**config.mk**
```make
export PLATFORM = sky130hd
export DESIGN_NAME = alu_regfile_wb_flat
export DESIGN_NICKNAME = d
export VERILOG_FILES = /design/src/rtl/alu_regfile_wb_if.sv /design/src/rtl/alu_regfile_wb.sv /design/src/flat_wrapper.sv
export SDC_FILE = /design/constraint.sdc
export NUM_CORES = 1
export LEC_CHECK = 0
export ABC_AREA = 1
export BUFFER_PORTS_ARGS = -buffer_cell sky130_fd_sc_hd__buf_2
export CAP_MARGIN = 40
export CORE_ASPECT_RATIO = 2
export CORE_UTILIZATION = 35
export CTS_BUF_LIST = sky130_fd_sc_hd__clkbuf_8
export CTS_CLUSTER_DIAMETER = 120
export DETAILED_ROUTE_END_ITERATION = 16
export PLACE_DENSITY_LB_ADDON = 0.08
export SETUP_SLACK_MARGIN = 0.1
export SYNTH_ARGS = -nofsm -noshare
export SYNTH_HDL_FRONTEND = slang
export SYNTH_SLANG_ARGS = --single-unit
```
**constraint.sdc**
```tcl
create_clock -name clk -period 3.2 [get_ports clk]
set_input_delay 0 -clock clk [delete_from_list [all_inputs] [get_ports clk]]
set_output_delay 0 -clock clk [all_outputs]
set_load 0.1 [all_outputs]
```
**src/rtl/alu_regfile_wb_if.sv**
```systemverilog
// Decoder-to-stage operation handshake: the decoder offers one decoded op per
// cycle; the stage takes it when valid and ready are both high.
interface alu_regfile_wb_if #(
    parameter int AW = 3
);
    logic          in_valid;
    logic          in_ready;
    logic [7:0]    in_sel;
    logic [AW-1:0] in_dst;
    logic [AW-1:0] in_srca;
    logic [AW-1:0] in_srcb;
    logic          in_use_imm;
    logic [7:0]    in_imm;

    modport master (
        output in_valid, in_sel, in_dst, in_srca, in_srcb, in_use_imm, in_imm,
        input  in_ready
    );
    modport slave (
        input  in_valid, in_sel, in_dst, in_srca, in_srcb, in_use_imm, in_imm,
        output in_ready
    );
endinterface

```
**src/rtl/alu_regfile_wb.sv**
```systemverilog
// Operand fetch, execute latch and writeback around the 8-bit ALU, with a
// single-entry forwarding path so dependent ops issue back to back.
module alu_regfile_wb #(
    parameter int NREGS = 8
) (
    input  logic                 clk,
    input  logic                 rst,
    alu_regfile_wb_if.slave      dec,
    input  logic                 hold,
    output logic [7:0]           alu_a,
    output logic [7:0]           alu_b,
    output logic [7:0]           alu_sel,
    input  logic [7:0]           alu_x,
    input  logic [7:0]           alu_flags,
    output logic [7:0]           flags_q,
    output logic                 retire,
    output logic                 illegal_op,
    input  logic [$clog2(NREGS)-1:0] dbg_addr,
    output logic [7:0]           dbg_data
);
    localparam int AW = $clog2(NREGS);

    logic [7:0]    regs [NREGS];
    logic          ex_valid;
    logic [AW-1:0] ex_dst;
    logic          ex_wr;
    logic          ex_fl;

    logic          accept;
    logic          dec_wr, dec_fl, dec_ill;
    logic [7:0]    fwd_a, fwd_b;

    assign dec.in_ready = ~hold;
    assign accept       = dec.in_valid & ~hold;
    assign retire       = ex_valid & ~hold;
    assign dbg_data     = regs[dbg_addr];

    // The op in the latch commits on the same edge the new op is captured,
    // so its result must bypass the register file.
    always_comb begin
        fwd_a = regs[dec.in_srca];
        fwd_b = regs[dec.in_srcb];
        if (ex_valid && ex_wr && ex_dst == dec.in_srca) fwd_a = alu_x;
        if (ex_valid && ex_wr && ex_dst == dec.in_srcb) fwd_b = alu_x;
        if (dec.in_use_imm) fwd_b = dec.in_imm;
    end

    always_comb begin
        dec_wr  = 1'b0;
        dec_fl  = 1'b0;
        dec_ill = 1'b0;
        if (dec.in_sel >= 8'h01 && dec.in_sel <= 8'h0E) begin
            dec_wr = 1'b1;
            dec_fl = 1'b1;
        end else if (dec.in_sel == 8'h0F) begin
            dec_fl = 1'b1;
        end else if (dec.in_sel == 8'h80) begin
            dec_wr = 1'b1;
        end else begin
            dec_ill = 1'b1;
        end
    end

    always_ff @(posedge clk or posedge rst) begin
        if (rst) begin
            for (int i = 0; i < NREGS; i++) regs[i] <= 8'h00;
            flags_q    <= 8'h00;
            ex_valid   <= 1'b0;
            ex_dst     <= '0;
            ex_wr      <= 1'b0;
            ex_fl      <= 1'b0;
            alu_a      <= 8'h00;
            alu_b      <= 8'h00;
            alu_sel    <= 8'h00;
            illegal_op <= 1'b0;
        end else if (!hold) begin
            if (ex_valid && ex_wr) regs[ex_dst] <= alu_x;
            if (ex_valid && ex_fl) flags_q <= alu_flags;
            if (accept) begin
                ex_valid <= 1'b1;
                ex_dst   <= dec.in_dst;
                ex_wr    <= dec_wr;
                ex_fl    <= dec_fl;
                alu_sel  <= dec.in_sel;
                alu_a    <= fwd_a;
                alu_b    <= fwd_b;
                if (dec_ill) illegal_op <= 1'b1;
            end else begin
                // Idle code to the ALU; operands are left as they were.
                ex_valid <= 1'b0;
                alu_sel  <= 8'h00;
            end
        end
    end
endmodule

```
**src/flat_wrapper.sv**
```systemverilog
// flat-port wrapper written by rule: the top's interface ports become plain ports
module alu_regfile_wb_flat 
#(
    parameter int NREGS = 8
)
  (clk, rst, hold, alu_a, alu_b, alu_sel, alu_x, alu_flags, flags_q, retire, illegal_op, dbg_addr, dbg_data, dec_in_valid, dec_in_sel, dec_in_dst, dec_in_srca, dec_in_srcb, dec_in_use_imm, dec_in_imm, dec_in_ready);
  alu_regfile_wb_if dec_i ();
  input  logic clk;
  input  logic rst;
  input  logic hold;
  output logic [7:0] alu_a;
  output logic [7:0] alu_b;
  output logic [7:0] alu_sel;
  input  logic [7:0] alu_x;
  input  logic [7:0] alu_flags;
  output logic [7:0] flags_q;
  output logic retire;
  output logic illegal_op;
  input  logic [$clog2(NREGS)-1:0] dbg_addr;
  output logic [7:0] dbg_data;
  input wire logic [$bits(dec_i.in_valid)-1:0] dec_in_valid;
  input wire logic [$bits(dec_i.in_sel)-1:0] dec_in_sel;
  input wire logic [$bits(dec_i.in_dst)-1:0] dec_in_dst;
  input wire logic [$bits(dec_i.in_srca)-1:0] dec_in_srca;
  input wire logic [$bits(dec_i.in_srcb)-1:0] dec_in_srcb;
  input wire logic [$bits(dec_i.in_use_imm)-1:0] dec_in_use_imm;
  input wire logic [$bits(dec_i.in_imm)-1:0] dec_in_imm;
  output wire logic [$bits(dec_i.in_ready)-1:0] dec_in_ready;
  assign dec_i.in_valid = dec_in_valid;
  assign dec_i.in_sel = dec_in_sel;
  assign dec_i.in_dst = dec_in_dst;
  assign dec_i.in_srca = dec_in_srca;
  assign dec_i.in_srcb = dec_in_srcb;
  assign dec_i.in_use_imm = dec_in_use_imm;
  assign dec_i.in_imm = dec_in_imm;
  assign dec_in_ready = dec_i.in_ready;
  alu_regfile_wb #(.NREGS(NREGS)) u_core (.clk(clk), .rst(rst), .dec(dec_i), .hold(hold), .alu_a(alu_a), .alu_b(alu_b), .alu_sel(alu_sel), .alu_x(alu_x), .alu_flags(alu_flags), .flags_q(flags_q), .retire(retire), .illegal_op(illegal_op), .dbg_addr(dbg_addr), .dbg_data(dbg_data));
endmodule
```
==> results by group, run 1 <==
Drt
  • Detailed-route via count: 6250
  • Detailed Route WL: 23.4 mm
  • Routed len/inst: 19.5 um
  • Iteration-0 DRC Markers: 435
  • Initial DRT Pass Iterations: 5
  • DRC violations left: 0
  • Vias per cell: 5.20
  • Routed Antenna Nets: 0

Outcome
  • Status: completed

Setup path
  • Slowest stage delay, CP: 0.54 ns
  • Crit path top cell by count: buf_2
  • Cells along the critical path: buf_2, inv_1, a21oi_1, o21ai_0, nand2_1, nor2_1, a31oi_1, buf_2
  • Crit path kind: input pin to output port
  • CP Buf/Inv Count: 3
  • Setup crit end kind: output port
  • Slowest library cell on the worst path: inv_1
  • Req. time, crit path: 3.20 ns
  • Worst Path Arrival: 2.15 ns
  • Delay-heaviest family, CP: buffers and inverters
  • Crit-path max FO: 33
  • Startpoint Class: input pin

STA
  • # setup viols final: 0
  • RSZ-0062 raised after global routing: false
  • Fmax: 0.466 GHz
  • Period minus WS final: 2.15 ns
  • Setup Skew: 0.0165 ns
  • Fin worst setup slack: 1.05 ns
  • Setup TNS: 0 ns
  • Rel. slew slack: 43.4%
  • Worst hold slack: 0.0261 ns
  • Fin. max-slew vios: 0
  • Tcrit/Tclk final: 67.0%
  • Slew @ Worst Pin: 0.848 ns
  • Final hold viol count: 0

Floorplanning
  • Die Y: 188 um
  • DIE WIDTH: 94.9 um
  • FP Rows: 67
  • Total core area: 16800 um^2
  • Die footprint: 17800 um^2
  • I/O pin cnt: 92
  • Initial Util: 35.8%

Power and ir drop
  • Power per cell area: 658 nW/um^2
  • Tot Pwr: 4.82 mW
  • VDD IR max: 0.280 mV
  • P_leak: 3.69 nW

Synthesis
  • Ranking of synthesized cells by area: dfrtp_1, nand2_1, o21ai_0
  • Share of the synthesized area in the top cell type: 42.7%
  • Sequential area share after synthesis: 42.7%
  • Synthesized area: 6040 um^2
  • Syn nets: 933
  • Syn avg cell area: 6.83 um^2
  • Area leader, netlist: dfrtp_1
  • Post-synthesis instance total: 884
  • Yosys reg bits: 103
  • Distinct cells, synth: 21
  • Yosys warns: 0

Layout
  • Design area: 7330 um^2
  • Share of cells above drive strength 1: 14.3%
  • Multi-input gate area: 2870 um^2
  • Sequential cell area: 2580 um^2
  • Finished Core Util: 43.5%
  • Diode count: 0
  • Non-filler cells, final: 1203
  • Area grow syn2layout: 21.4%
  • Filler instances: 1803
  • # nets final: 1040

Clock tree
  • Setup bufs post-CTS: 0
  • Clock sink count: 103
  • Clock Tree Buf Depth: 2
  • CTS Buf Count: 9
  • Clock Latency Late Sink: 0.40 ns
  • Hold-fix buffers, CTS: 42
  • Resize count post-CTS: 0
  • Clock-pin transition on the worst setup and hold timing paths: 0.10 ns
  • CTS Root Buffer Type: clkbuf_8
  • H-Tree Depth: 3
  • TritonCTS clock tree: yes

Job
  • Max cap viols: 0

Global route
  • First-pass GRT wire length: 35.8 mm
  • Largest net degree at the start of global routing: 56
  • Initial antenna violation count: 0
  • GRT Total Usage: 27.6%
  • Residual overflow from global routing: 0
  • Vias in the first global route: 6217

Placement
  • Final GP Congestion: 0.883
  • IO Port Bufs: 91
  • Inst Count DP: 1145
  • Post-DP HPWL: 16.9 mm
  • Setup Slack @ Placement: 1.07 ns
  • Placed Area: 6660 um^2

Hold path
  • Min-Delay Path Class: input pin to register
==> final timing paths <==
kind | start | end | slack, ns | cells past startpoint
setup / recovery | dbg_addr[0] | dbg_data[2] | 1.05 | 8
hold / removal | alu_x[7] | u_core.alu_a[7]$_DFFE_PP0P_ | 0.03 | 5
setup reg to reg | u_core.ex_dst[1]$_DFFE_PP0P_ | u_core.regs[57]$_DFFE_PP0P_ | 1.34 | 3
hold reg to reg | u_core.illegal_op$_DFFE_PP0P_ | u_core.illegal_op$_DFFE_PP0P_ | 0.48 | 1
max in group asynchronous | rst | u_core.alu_sel[3]$_DFFE_PP0N_ | 2.20 | 4
min in group asynchronous | rst | u_core.regs[10]$_DFFE_PP0P_ | 0.25 | 3
==> power breakdown <==
part           total, mW  internal (mW)  leakage [nW]  switching [mW]
clock network       1.03          0.538         0.122           0.494
logic               1.87          0.469          2.24            1.40
registers           1.92           1.62          1.32           0.300
total               4.82           2.62          3.69            2.20
==> kinds of logic after synthesis <==
family | count (synthesis) | synth area share [%]
and+or+nand+nor | 447 | 31.0
AOI/OAI and AO/OA | 176 | 15.1
buffers and inverters | 150 | 9.74
DFF | 103 | 42.7
muxes | 8 | 1.49
==> cell usage after synthesis, drive strengths merged <==
master / count
a21oi: 39
o211ai: 6
a22o: 1
a21o: 1
buf: 20
o21ai: 120
inv: 101
nor2: 60
nand3: 103
nand4: 11
clkbuf: 29
nand2: 272
or2: 1
mux2: 8
dfrtp: 103
a31oi: 9
==> layout make-up <==
class                   count  share of cell area (%)
multi-input cells         631                    39.2
flip-flops and latches    103                    35.2
repair buffers            145                    13.6
inverters                 101                    5.21
well taps                 207                    3.53
clock buffers              10                    1.88
clock inverters             6                    1.47
==> cells in the final DEF, fill, tap and decap left out <==
cell type	n
a21o_1	1
a21oi_1	39
a22o_1	1
a31oi_1	9
buf_12	1
buf_2	91
buf_4	7
buf_6	4
bufinv_16	3
clkbuf_8	10
clkinv_2	2
clkinvlp_4	1
dfrtp_1	103
dlygate4sd3_1	42
inv_1	94
inv_2	6
inv_4	1
mux2_2	8
nand2_1	270
nand2_2	2
nand3_1	103
nand4_1	11
nor2_1	55
nor2_2	2
nor2_4	3
o211ai_1	6
o21ai_0	115
o21ai_1	5
or2_2	1
==> worst min-delay path, cell delays in order <==
cell	delay, ns
buf_2	0.14
nand3_1	0.09
nand2_1	0.05
inv_1	0.05
a21oi_1	0.06
==> sequential cells by signal (all words and copies together), names as in the netlist, 3 cells and up <==
signal / flops
u_core.alu_a: 8
u_core.alu_sel: 8
u_core.alu_b: 8
u_core.regs: 64
u_core.flags_q: 8
u_core.ex_dst: 3
==> metal layers <==
metal | share of wire (%) | vias up | global-route usage, %
li1 | - | 3054 | -
met3 | 4.2 | 66 | 3.65
met4 | 6.2 | 0 | 17.7
met2 | 53 | 220 | 49.4
met1 | 37 | 2910 | 29.2
met5 | 0 | - | 0
Power figures use the tool's default switching activity.
==> run 2: changes to the inputs <==
==> constraint.sdc (replaced) <==
create_clock -name clk -period 1.8 [get_ports clk]
set_input_delay 0 -clock clk [delete_from_list [all_inputs] [get_ports clk]]
set_output_delay 0 -clock clk [all_outputs]
set_load 0.1 [all_outputs]
==> run 2 against run 1 <==
Clock-buffer cell count did not move. Cell area rose by 6.1%. Worst setup slack got worse by 0.92 ns. Die area did not move. Final cell count rose by 2.3%. Largest power group is now combinational cells. Combinational power rose by 96%. Highest routed layer unchanged.
==> results by group, run 2 (synthesis results as in run 1) <==
Setup path
  • Req. time, crit path: 1.80 ns
  • Crit-path max FO: 2
  • Crit path kind: register to output port
  • Worst Path Arrival: 1.66 ns
  • Startpoint Class: register
  • Setup crit end kind: output port

Global route
  • Initial antenna violation count: 0
  • Vias in the first global route: 6458
  • Largest net degree at the start of global routing: 104
  • GRT Total Usage: 27.9%
  • Residual overflow from global routing: 0
  • First-pass GRT wire length: 36.4 mm

Floorplanning
  • DIE WIDTH: 94.9 um
  • Initial Util: 35.8%
  • Total core area: 16800 um^2
  • Die footprint: 17800 um^2
  • Die Y: 188 um
  • I/O pin cnt: 92
  • FP Rows: 67

Layout
  • Diode count: 0
  • Most common cell after layout, fill and taps aside: nand2_1
  • Finished Core Util: 46.2%
  • Non-filler cells, final: 1231
  • Most frequent cells in the layout: nand2_1, nand3_1, o21ai_0, dfrtp_1, buf_2
  • Area grow syn2layout: 28.8%
  • Share of cells above drive strength 1: 20.8%
  • Most flops, register: u_core.regs
  • # nets final: 1068
  • Filler instances: 1775
  • Number of flip-flops in the largest register: 64

Drt
  • Vias per cell: 5.25
  • Detailed Route WL: 23.5 mm
  • Initial DRT Pass Iterations: 5
  • Routed len/inst: 19.1 um
  • Iteration-0 DRC Markers: 406
  • DRC violations left: 0
  • Detailed-route via count: 6466
  • Routed Antenna Nets: 0

STA
  • Slew @ Worst Pin: 0.672 ns
  • RSZ-0062 raised after global routing: true
  • Final hold viol count: 0
  • Tcrit/Tclk final: 92.5%
  • Rel. slew slack: 55.1%
  • # setup viols final: 0
  • Setup Skew: 0.0150 ns
  • Fmax: 0.601 GHz
  • Period minus WS final: 1.66 ns
  • Fin. max-slew vios: 0

Power and ir drop
  • VDD IR max: 0.711 mV
  • Power per cell area: 1100 nW/um^2
  • P_leak: 3.84 nW
  • Tot Pwr: 8.53 mW

Clock tree
  • Clock Latency Late Sink: 0.40 ns
  • CTS Buf Count: 9
  • H-Tree Depth: 3
  • Clock Tree Buf Depth: 2
  • Clock-pin transition on the worst setup and hold timing paths: 0.11 ns
  • CTS Root Buffer Type: clkbuf_8
  • TritonCTS clock tree: yes
  • Clock sink count: 103

Placement
  • Final GP Congestion: 0.888
  • IO Port Bufs: 91
  • Post-DP HPWL: 16.7 mm
  • Inst Count DP: 1165

Job
  • Max cap viols: 0

Hold path
  • Min-Delay Path Class: input pin to register

Outcome
  • Status: completed
run 2: cell types whose count changed in the layout (fill, tap and decap cells not counted), moves of 9 or more:
cell	change
o21ai_1	+11
buf_12	+9
inv_1	-13
o21ai_0	-13
buf_4	+32
inv_2	+13
run 2: layer usage:
| metal | global-route usage [%] | vias to the layer above | routed length, um |
|---|---|---|---|
| li1 | - | 3115 | - |
| met1 | 29.5 | 3042 | 8720 |
| met2 | 49.0 | 227 | 12100 |
| met3 | 4.42 | 82 | 999 |
| met4 | 18.9 | 0 | 1700 |
| met5 | 0 | - | 0 |
run 2: power breakdown:
| group | leakage, nW | internal, mW | switching [mW] |
|---|---|---|---|
| combinational | 2.42 | 1.06 | 2.61 |
| sequential | 1.32 | 2.87 | 0.513 |
| clock | 0.0939 | 0.562 | 0.914 |
| total | 3.84 | 4.50 | 4.04 |
run 2: layout make-up:
class / count / area (um^2) / area share, %
clock buffer: 10 / 138 / 1.77
clock inverter: 6 / 51.3 / 0.659
inverter: 101 / 383 / 4.92
multi-input combinational: 631 / 3050 / 39.2
sequential: 103 / 2580 / 33.1
tap: 207 / 259 / 3.33
timing repair buffer: 173 / 1320 / 17.0
run 2: worst paths after layout:
kind | to | cells after the start | slack, ns | startpoint
max in group asynchronous | u_core.regs[3]$_DFFE_PP0P_ | 4 | 1.03 | rst
setup reg to reg | u_core.alu_b[5]$_DFFE_PP0P_ | 9 | 0.26 | u_core.ex_dst[1]$_DFFE_PP0P_
setup / recovery | dbg_data[1] | 7 | 0.14 | u_core.regs[17]$_DFFE_PP0P_
hold / removal | u_core.ex_valid$_DFFE_PP0N_ | 4 | 0.04 | dec_in_valid
hold reg to reg | u_core.illegal_op$_DFFE_PP0P_ | 1 | 0.46 | u_core.illegal_op$_DFFE_PP0P_
min in group asynchronous | u_core.alu_sel[5]$_DFFE_PP0N_ | 4 | 0.25 | rst
run 2: repair_timing:
action | 4_1_cts | 5_1_grt
hold buffers | 41 | 0
pin swaps | 2 | 13
endpoints found under the setup margin | 8 | 16
buffers inserted | 7 | 2
cloned | 0 | 0
hold endpoints to repair | 138 | 0
gates resized for setup | 28 | 33
run 2: critical path, stage by stage (launching register included):
cell and delay, ns:
dfrtp_1 0.45, inv_2 0.06, a21oi_2 0.12, o21ai_1 0.07
nand2_1 0.09, nor2_2 0.05, a31oi_4 0.22, buf_12 0.20
run 2: stage by stage:
| stage | setup WS [ns] | area [um^2] | TNS (ns) | hold slack [ns] |
|---|---|---|---|---|
| floorplan | -0.468 | 6050 | -3.60 | 0.121 |
| global placement | 0.294 | 6940 | 0 | 0.217 |
| detailed placement | 0.250 | 6940 | 0 | 0.220 |
| CTS | 0.0714 | 7680 | 0 | 0.0228 |
| global route | 0.0420 | 7780 | 0 | 0.0453 |
| finish | 0.136 | 7780 | 0 | 0.0362 |
==> run 3: changes to the inputs <==
==> constraint.sdc (replaced) <==
create_clock -name clk -period 2.1 [get_ports clk]
set_input_delay 0 -clock clk [delete_from_list [all_inputs] [get_ports clk]]
set_output_delay 0 -clock clk [all_outputs]
set_load 0.1 [all_outputs]
==> run 3 against run 2 <==
The run now ends with hold timing left. Utilization is 1.4 points lower. Non-clock buffer count is 18 lower. Critical path depth is 2 higher. Register-to-register slack worse by 0.04 ns. Sequential share of layout area is 1.0 points higher. Total power is 12% lower. Critical endpoint is now u_core.alu_b[4]$_DFFE_PP0P_.
==> results by group, run 3 (synthesis results as in run 1) <==
Layout
  • Most common cell after layout, fill and taps aside: nand2_1
  • Share of cells above drive strength 1: 15.6%
  • Design area: 7540 um^2
  • Most frequent cells in the layout: nand2_1, o21ai_0, nand3_1, dfrtp_1, inv_1
  • Non-filler cells, final: 1213
  • # nets final: 1050
  • Most flops, register: u_core.regs
  • Diode count: 0
  • Area grow syn2layout: 24.9%
  • Number of flip-flops in the largest register: 64

Clock tree
  • Clock Latency Late Sink: 0.40 ns
  • Clock-pin transition on the worst setup and hold timing paths: 0.10 ns
  • CTS Root Buffer Type: clkbuf_8
  • H-Tree Depth: 3
  • Clock sink count: 103
  • TritonCTS clock tree: yes
  • Clock Tree Buf Depth: 2
  • CTS Buf Count: 9
  • Setup bufs post-CTS: 0

Floorplanning
  • I/O pin cnt: 92
  • DIE WIDTH: 94.9 um
  • Die Y: 188 um
  • FP Rows: 67
  • Initial Util: 35.8%
  • Die footprint: 17800 um^2
  • Total core area: 16800 um^2

Global route
  • GRT Total Usage: 27.4%
  • First-pass GRT wire length: 36.0 mm
  • Initial antenna violation count: 0
  • Largest net degree at the start of global routing: 70
  • Vias in the first global route: 6505
  • Residual overflow from global routing: 0

Setup path
  • Cells along the critical path: inv_1, nand2_1, nand2_1, nor2_4, nand2_2, nand3_1, nand2_1, nand2_1, nand2_1
  • Startpoint Class: register
  • Crit path kind: register to register
  • Crit-path max FO: 9
  • Setup crit end kind: register
  • Req. time, crit path: 2.40 ns
  • Crit path top cell by count: nand2_1
  • Slowest stage delay, CP: 0.50 ns
  • Slowest library cell on the worst path: dfrtp_1
  • Worst Path Arrival: 2.18 ns

Drt
  • Detailed-route via count: 6319
  • Iteration-0 DRC Markers: 454
  • Routed len/inst: 18.8 um
  • Vias per cell: 5.21
  • DRC violations left: 0
  • Initial DRT Pass Iterations: 5
  • Routed Antenna Nets: 0
  • Detailed Route WL: 22.8 mm

STA
  • RSZ-0062 raised after global routing: false
  • Worst hold slack: -0.0178 ns
  • # setup viols final: 0
  • Setup Skew: 0.00880 ns
  • Tcrit/Tclk final: 89.5%
  • Period minus WS final: 1.88 ns
  • Fmax: 0.532 GHz
  • Slew @ Worst Pin: 0.600 ns
  • Final hold viol count: 1
  • Setup TNS: 0 ns
  • Fin. max-slew vios: 0
  • Rel. slew slack: 60.0%

Placement
  • Inst Count DP: 1158
  • Final GP Congestion: 0.896
  • Post-DP HPWL: 16.3 mm
  • Placed Area: 6880 um^2
  • IO Port Bufs: 91

Power and ir drop
  • Power per cell area: 993 nW/um^2
  • P_leak: 3.77 nW
  • VDD IR max: 0.760 mV

Outcome
  • Failing checks: hold timing
  • Status: finished, violations left

Job
  • Max cap viols: 0

Hold path
  • Min-Delay Path Class: input pin to register
[run 3: final cells by class]
| cell class | count | area, um^2 |
|---|---|---|
| Sequential cell | 103 | 2580 |
| Inverter | 101 | 383 |
| Multi-Input combinational cell | 631 | 2890 |
| Fill cell | 1786 | 9310 |
| Timing Repair Buffer | 155 | 1170 |
| Tap cell | 207 | 259 |
| Clock buffer | 9 | 124 |
| Clock inverter | 7 | 145 |
[run 3: timing repair]
item	in CTS	in global routing
gates resized for setup	0	1
hold endpoints to repair	66	0
setup endpoints to repair	0	1
hold buffers	39	0
[run 3: metrics by stage]
stage,setup slack [ns],power [mW],utilization (%)
after floorplan,-0.168,4.99,-
after CTS,0.206,7.53,44.7
after global placement,0.235,5.76,40.8
after detailed placement,0.244,5.78,40.8
after global routing,0.114,7.94,44.8
final,0.221,7.49,44.8
[run 3: worst paths after layout]
kind                                                    start                       endpoint  slack [ns]  cells after the start
worst max-delay path             u_core.ex_dst[2]$_DFFE_PP0P_    u_core.alu_b[4]$_DFFE_PP0P_        0.22                      9
worst min-delay path                            dec_in_imm[1]    u_core.alu_b[1]$_DFFE_PP0P_       -0.02                      5
worst max register to register   u_core.ex_dst[2]$_DFFE_PP0P_    u_core.alu_b[4]$_DFFE_PP0P_        0.22                      9
worst min register to register  u_core.illegal_op$_DFFE_PP0P_  u_core.illegal_op$_DFFE_PP0P_        0.47                      1
max in group asynchronous                                 rst    u_core.regs[47]$_DFFE_PP0P_        1.27                      4
min in group asynchronous                                 rst    u_core.regs[51]$_DFFE_PP0P_        0.12                      3
[run 3: layer usage]
metal	GRT usage, %	vias to the layer above	part of all wire [%]
li1	-	3074	-
met1	30.3	2947	37
met2	48.9	236	53
met3	3.20	62	3.7
met4	16.0	0	5.6
met5	0	-	0
[run 3: critical path: cells and delay by family, from the launching register on]
kind / cells / cell delay (ns)
buf+inv: 1 / 0.17
flops: 1 / 0.50
simple gates: 8 / 1.09
[run 3: power breakdown]
part	switching [mW]	internal [mW]	leakage [nW]
Combinational	2.14	0.805	2.32
Clock	0.769	0.915	0.130
Sequential	0.400	2.46	1.32
